<file path="config.mk">
export PLATFORM = sky130hd
export DESIGN_NAME = cla_add32_arbiter
export DESIGN_NICKNAME = d
export VERILOG_FILES = /design/src/rtl/cla_seq_pkg.sv /design/src/rtl/fa_lookahead_16bit.sv /design/src/rtl/cla_add32_arbiter.sv
export SDC_FILE = /design/constraint.sdc
export NUM_CORES = 1
export LEC_CHECK = 0
export CAP_MARGIN = 10
export CORE_MARGIN = 2
export CORE_UTILIZATION = 40
export DETAILED_ROUTE_END_ITERATION = 6
export PLACE_DENSITY = 0.69
export SETUP_SLACK_MARGIN = 0.5
export SKIP_CTS_REPAIR_TIMING = 1
export SLEW_MARGIN = 20
export SYNTH_ARGS = -nofsm -noshare
export SYNTH_HDL_FRONTEND = slang
export SYNTH_HIERARCHICAL = 1
export SYNTH_SLANG_ARGS = --single-unit
</file>
<file path="constraint.sdc">
create_clock -name clk -period 9.55 [get_ports clk]
set_input_delay 0.955 -clock clk [delete_from_list [all_inputs] [get_ports clk]]
set_output_delay 0.955 -clock clk [all_outputs]
set_load 0.05 [all_outputs]
</file>
<file path="src/rtl/cla_seq_pkg.sv">
// cla_seq_pkg: widths and FSM states shared by the sequential CLA adder.
package cla_seq_pkg;
    localparam int HALF_W = 16;
    localparam int FULL_W = 32;
    typedef enum logic [1:0] {IDLE, LO, HI, DONE} state_t;
endpackage

</file>
<file path="src/rtl/fa_lookahead_16bit.sv">
// fa_lookahead_16bit: two-level 16-bit carry-lookahead adder built from four 4-bit groups.
module fa_lookahead_16bit
    import cla_seq_pkg::*;
(
    input  logic [HALF_W-1:0] a,
    input  logic [HALF_W-1:0] b,
    input  logic              cin,
    output logic [HALF_W-1:0] sum,
    output logic              cout
);
    logic [HALF_W-1:0] g, p, c;
    logic [3:0] gg, gp;
    logic [4:0] cg;
    assign g = a & b;
    assign p = a ^ b;
    // Group carries come only from group generate/propagate, never from other carries.
    assign cg[0] = cin;
    assign cg[1] = gg[0] | (gp[0] & cin);
    assign cg[2] = gg[1] | (gp[1] & gg[0]) | (gp[1] & gp[0] & cin);
    assign cg[3] = gg[2] | (gp[2] & gg[1]) | (gp[2] & gp[1] & gg[0]) | (gp[2] & gp[1] & gp[0] & cin);
    assign cg[4] = gg[3] | (gp[3] & gg[2]) | (gp[3] & gp[2] & gg[1]) | (gp[3] & gp[2] & gp[1] & gg[0])
                 | (gp[3] & gp[2] & gp[1] & gp[0] & cin);
    for (genvar k = 0; k < 4; k++) begin : grp
        localparam int B = 4 * k;
        assign gg[k] = g[B+3] | (p[B+3] & g[B+2]) | (p[B+3] & p[B+2] & g[B+1])
                     | (p[B+3] & p[B+2] & p[B+1] & g[B]);
        assign gp[k] = &p[B+3:B];
        assign c[B]   = cg[k];
        assign c[B+1] = g[B] | (p[B] & cg[k]);
        assign c[B+2] = g[B+1] | (p[B+1] & g[B]) | (p[B+1] & p[B] & cg[k]);
        assign c[B+3] = g[B+2] | (p[B+2] & g[B+1]) | (p[B+2] & p[B+1] & g[B])
                      | (p[B+2] & p[B+1] & p[B] & cg[k]);
    end
    assign sum  = p ^ c;
    assign cout = cg[4];
endmodule

</file>
<file path="src/rtl/cla_add32_arbiter.sv">
// cla_add32_arbiter: two requesters share one 16-bit CLA, each 32-bit add takes a low then a high pass.
module cla_add32_arbiter
    import cla_seq_pkg::*;
#(
    parameter int ARB_MODE = 1
) (
    input  logic              clk,
    input  logic              rst_n,
    input  logic              req0_valid,
    input  logic              req1_valid,
    output logic              req0_ready,
    output logic              req1_ready,
    input  logic [FULL_W-1:0] req0_a,
    input  logic [FULL_W-1:0] req0_b,
    input  logic [FULL_W-1:0] req1_a,
    input  logic [FULL_W-1:0] req1_b,
    input  logic              req0_cin,
    input  logic              req1_cin,
    output logic              rsp_valid,
    input  logic              rsp_ready,
    output logic [FULL_W-1:0] rsp_sum,
    output logic              rsp_cout,
    output logic              rsp_id,
    output logic              busy
);
    state_t state;
    logic last, gnt1, accept, hi, cin_r, id_r, c_lo, add_cin, add_cout;
    logic [FULL_W-1:0] a_r, b_r;
    logic [HALF_W-1:0] sum_lo, add_a, add_b, add_sum;
    // last holds the most recent grant; req1 wins a tie only in round-robin after req0 went last.
    assign gnt1       = req1_valid && (!req0_valid || ((ARB_MODE != 0) && !last));
    assign accept     = (state == IDLE) && (req0_valid || req1_valid);
    assign req0_ready = accept && !gnt1;
    assign req1_ready = accept && gnt1;
    assign hi         = state == HI;
    assign add_a      = hi ? a_r[FULL_W-1:HALF_W] : a_r[HALF_W-1:0];
    assign add_b      = hi ? b_r[FULL_W-1:HALF_W] : b_r[HALF_W-1:0];
    assign add_cin    = hi ? c_lo : cin_r;
    assign rsp_valid  = state == DONE;
    assign busy       = state != IDLE;
    fa_lookahead_16bit u_cla (
        .a    (add_a),
        .b    (add_b),
        .cin  (add_cin),
        .sum  (add_sum),
        .cout (add_cout)
    );
    always_ff @(posedge clk or negedge rst_n) begin
        if (!rst_n) begin
            state    <= IDLE;
            last     <= 1'b1;
            rsp_sum  <= '0;
            rsp_cout <= 1'b0;
            rsp_id   <= 1'b0;
        end else begin
            case (state)
                IDLE: if (accept) begin
                    state <= LO;
                    last  <= gnt1;
                end
                LO: state <= HI;
                HI: begin
                    state    <= DONE;
                    rsp_sum  <= {add_sum, sum_lo};
                    rsp_cout <= add_cout;
                    rsp_id   <= id_r;
                end
                DONE: if (rsp_ready) state <= IDLE;
                default: state <= IDLE;
            endcase
        end
    end
    always_ff @(posedge clk) begin
        if (accept) begin
            a_r   <= gnt1 ? req1_a : req0_a;
            b_r   <= gnt1 ? req1_b : req0_b;
            cin_r <= gnt1 ? req1_cin : req0_cin;
            id_r  <= gnt1;
        end
        if (state == LO) begin
            sum_lo <= add_sum;
            c_lo   <= add_cout;
        end
    end
endmodule
</file>
==> qor.csv <==
metric,value,unit
Tot GR Track Use,16.05,%
Commonest cells post-synth,"mux2_2, edfxtp_1, dfrtp_1, ha_1, mux2_4",
Std-Cell Rows,44,
Die Y,126.5,um
Final #Nets,721,
number of flops mapped to enable cells by yosys,83,
first-pass GRT wire length,19910,um
PwrDens,368.3,nW/um^2
total congestion overflow,0,
setup TNS,0,ns
Yosys cell types,45,
RSZ-0062 raised after global routing,false,
Num Clock Sinks,120,
setup violators final,0,
Worst Max-Slew Pin Slew,0.9351,ns
antenna violations before repair,1,
via/cell ratio,4.867,
P_leak,3.160,nW
Routed WL per cell,16.08,um
top-count cell post-synth,mux2_2,
Residual DRC,0,
Root Driver,clkbuf_16,
placed instance area,7873,sq um
1st-iter DRT viols,250,
CTS buffer count,17,
most used flip-flop cell after synthesis,edfxtp_1,
WL met1,5394,um
largest net degree at the start of global routing,69,
Tcrit/Tclk final,45.51,%
worst-case clock skew,0.01210,ns
crit-path cells,clkdlybuf4s50_1 -> a21boi_4 -> buf_4 -> and2_1 -> clkdlybuf4s50_1,
worst hold path class,reg2reg,
Max Slew Vio Count,0,
post-synthesis async set-or-reset flop share,30.83,%
CTS tree,built,
Rel. slew slack,37.66,%
gate count after technology mapping,383,
CP Launch Type,primary input,
Syn Area/Cell,15.67,sq um
area taken by multi-input logic gates,2446,sq um
"Cell Area, Synth",6003,sq um
"Design Area, Final",8397,sq um
register area share after synthesis,56.96,%
outcome,finished clean,
register bit total from synthesis,120,
vias in the first global route,3916,
largest cells by area after synthesis,"edfxtp_1, mux2_2, dfrtp_1",
fraction of layout cells with a size suffix above 1,30.66,%
worst slack at placement,5.176,ns
Clock transition at path regs,0.05,ns
final hold violation count,0,
worst setup path class,in2out,
Synth Warn #,6,
maximum clock path buffer count,2,
Crit Path Max Fanout,68,
achievable frequency,230.1,MHz
Filler cells,1152,
Final Power,3.093,mW
Routed Antenna Nets,0,
clk_lat worst skew,0.40,ns
highest routed metal layer,met4,
initial core utilization,41.15,%
syn_nets,543,
hold_ws,0.4653,ns
max cap viols,0,
Most Frequent Cell on Critical Path,clkdlybuf4s50_1,
Worst path top cell family by delay,buffers and inverters,
Synth top area share,41.52,%
critical path's slowest cell,clkdlybuf4s50_1,
DR pass1 iterations,4,
Worst setup EP type,output pin,
RePlAce Congestion,0.7948,
met2 WL,6020,um
Tmin final,4.346,ns
detailed placement HPWL,8954,um
# port buffers,172,
die width,126.5,um
Worst EP required,8.60,ns
cell taking the most area after synthesis,edfxtp_1,
core area,14590,sq um
VDD IR-drop max,0.1482,mV
CP bufs+invs,3,
Reg area,3420,sq um
drt total wl,12210,um
die area,16000,sq um
synth-to-layout area growth,39.87,%
routed vias,3694,
"non-filler cells, final",759,
I/O pins,173,
crit path DAT,3.39,ns
Setup WS post-layout,5.204,ns
met3 WL post-DR,699,um
htree depth,4,
"Largest stage delay, worst path",0.81,ns
Util after Layout,57.56,%
Post-Place Cells,726,
placed cells by master (no fill, tap or decap), types with 3 or more instances in the layout:
cell             netlist  routed
dfrtp_1               36      36
mux2_2               116     116
fa_1                   4       4
nand3_1                3       3
clkdlybuf4s50_1        0     171
xor2_1                 6       6
mux2_4                17      17
a21oi_1                9       9
edfxtp_1              83      83
nor3_1                 3       3
o21ai_1                3       3
nor2_1                11      10
ha_1                  21      20
inv_1                 11      11
clkbuf_16              0      17
clkinv_2               0       6
nand2_1                6       6
xnor2_1                4       4
o21ai_0                6       6
per-layer routing:
layer	up-vias	track usage (%)
met1	1760	20.76
li1	1805	-
met2	123	26.55
met3	6	4.049
met4	0	5.171
met5	-	0
area by class of cell:
class,count,share of cell area (%)
flip-flops and latches,120,40.72
multi-input cells,236,29.13
repair buffers,174,20.62
clock buffers,20,5.320
well taps,184,2.742
clock inverters,12,0.8941
inverters,12,0.5364
diodes,1,0.02980
final timing paths:
| check | from | endpoint | slack [ns] | cells after the start |
|---|---|---|---|---|
| hold reg to reg | sum_lo[9] | rsp_sum[9] | 0.47 | 1 |
| setup reg to reg | state[0] | rsp_sum[29] | 5.29 | 12 |
| hold / removal | sum_lo[9] | rsp_sum[9] | 0.47 | 1 |
| max in group asynchronous | rst_n | rsp_cout | 8.35 | 1 |
| setup / recovery | req1_valid | req1_ready | 5.20 | 5 |
| min in group asynchronous | rst_n | rsp_sum[11] | 0.66 | 1 |
state kept, by name (all words and copies together), names as in the netlist:
name,count
rsp_sum,32
a_r,32
rsp_id,1
rsp_cout,1
sum_lo,16
last,1
c_lo,1
state,2
id_r,1
b_r,32
cin_r,1
kinds of logic (layout without fill, tap and decap cells):
family | after synthesis | after routing | synth area share (%)
and+or+nand+nor | 33 | 33 | 2.751
adders and majority gates | 25 | 25 | 5.711
muxes | 135 | 135 | 26.34
xor gates and xnor gates | 10 | 10 | 1.459
buffers and inverters | 27 | 218 | 2.626
other | 0 | 1 | 0
AOI/OAI and AO/OA | 33 | 33 | 4.148
DFF | 120 | 120 | 56.96
report_power, final:
part | internal, mW | leakage (nW) | switching [mW]
Combinational | 0.684 | 1.70 | 0.926
Sequential | 0.851 | 1.20 | 0.0760
Clock | 0.336 | 0.260 | 0.220
Total | 1.87 | 3.16 | 1.22
Note: power is estimated with default switching activity, not from simulation.
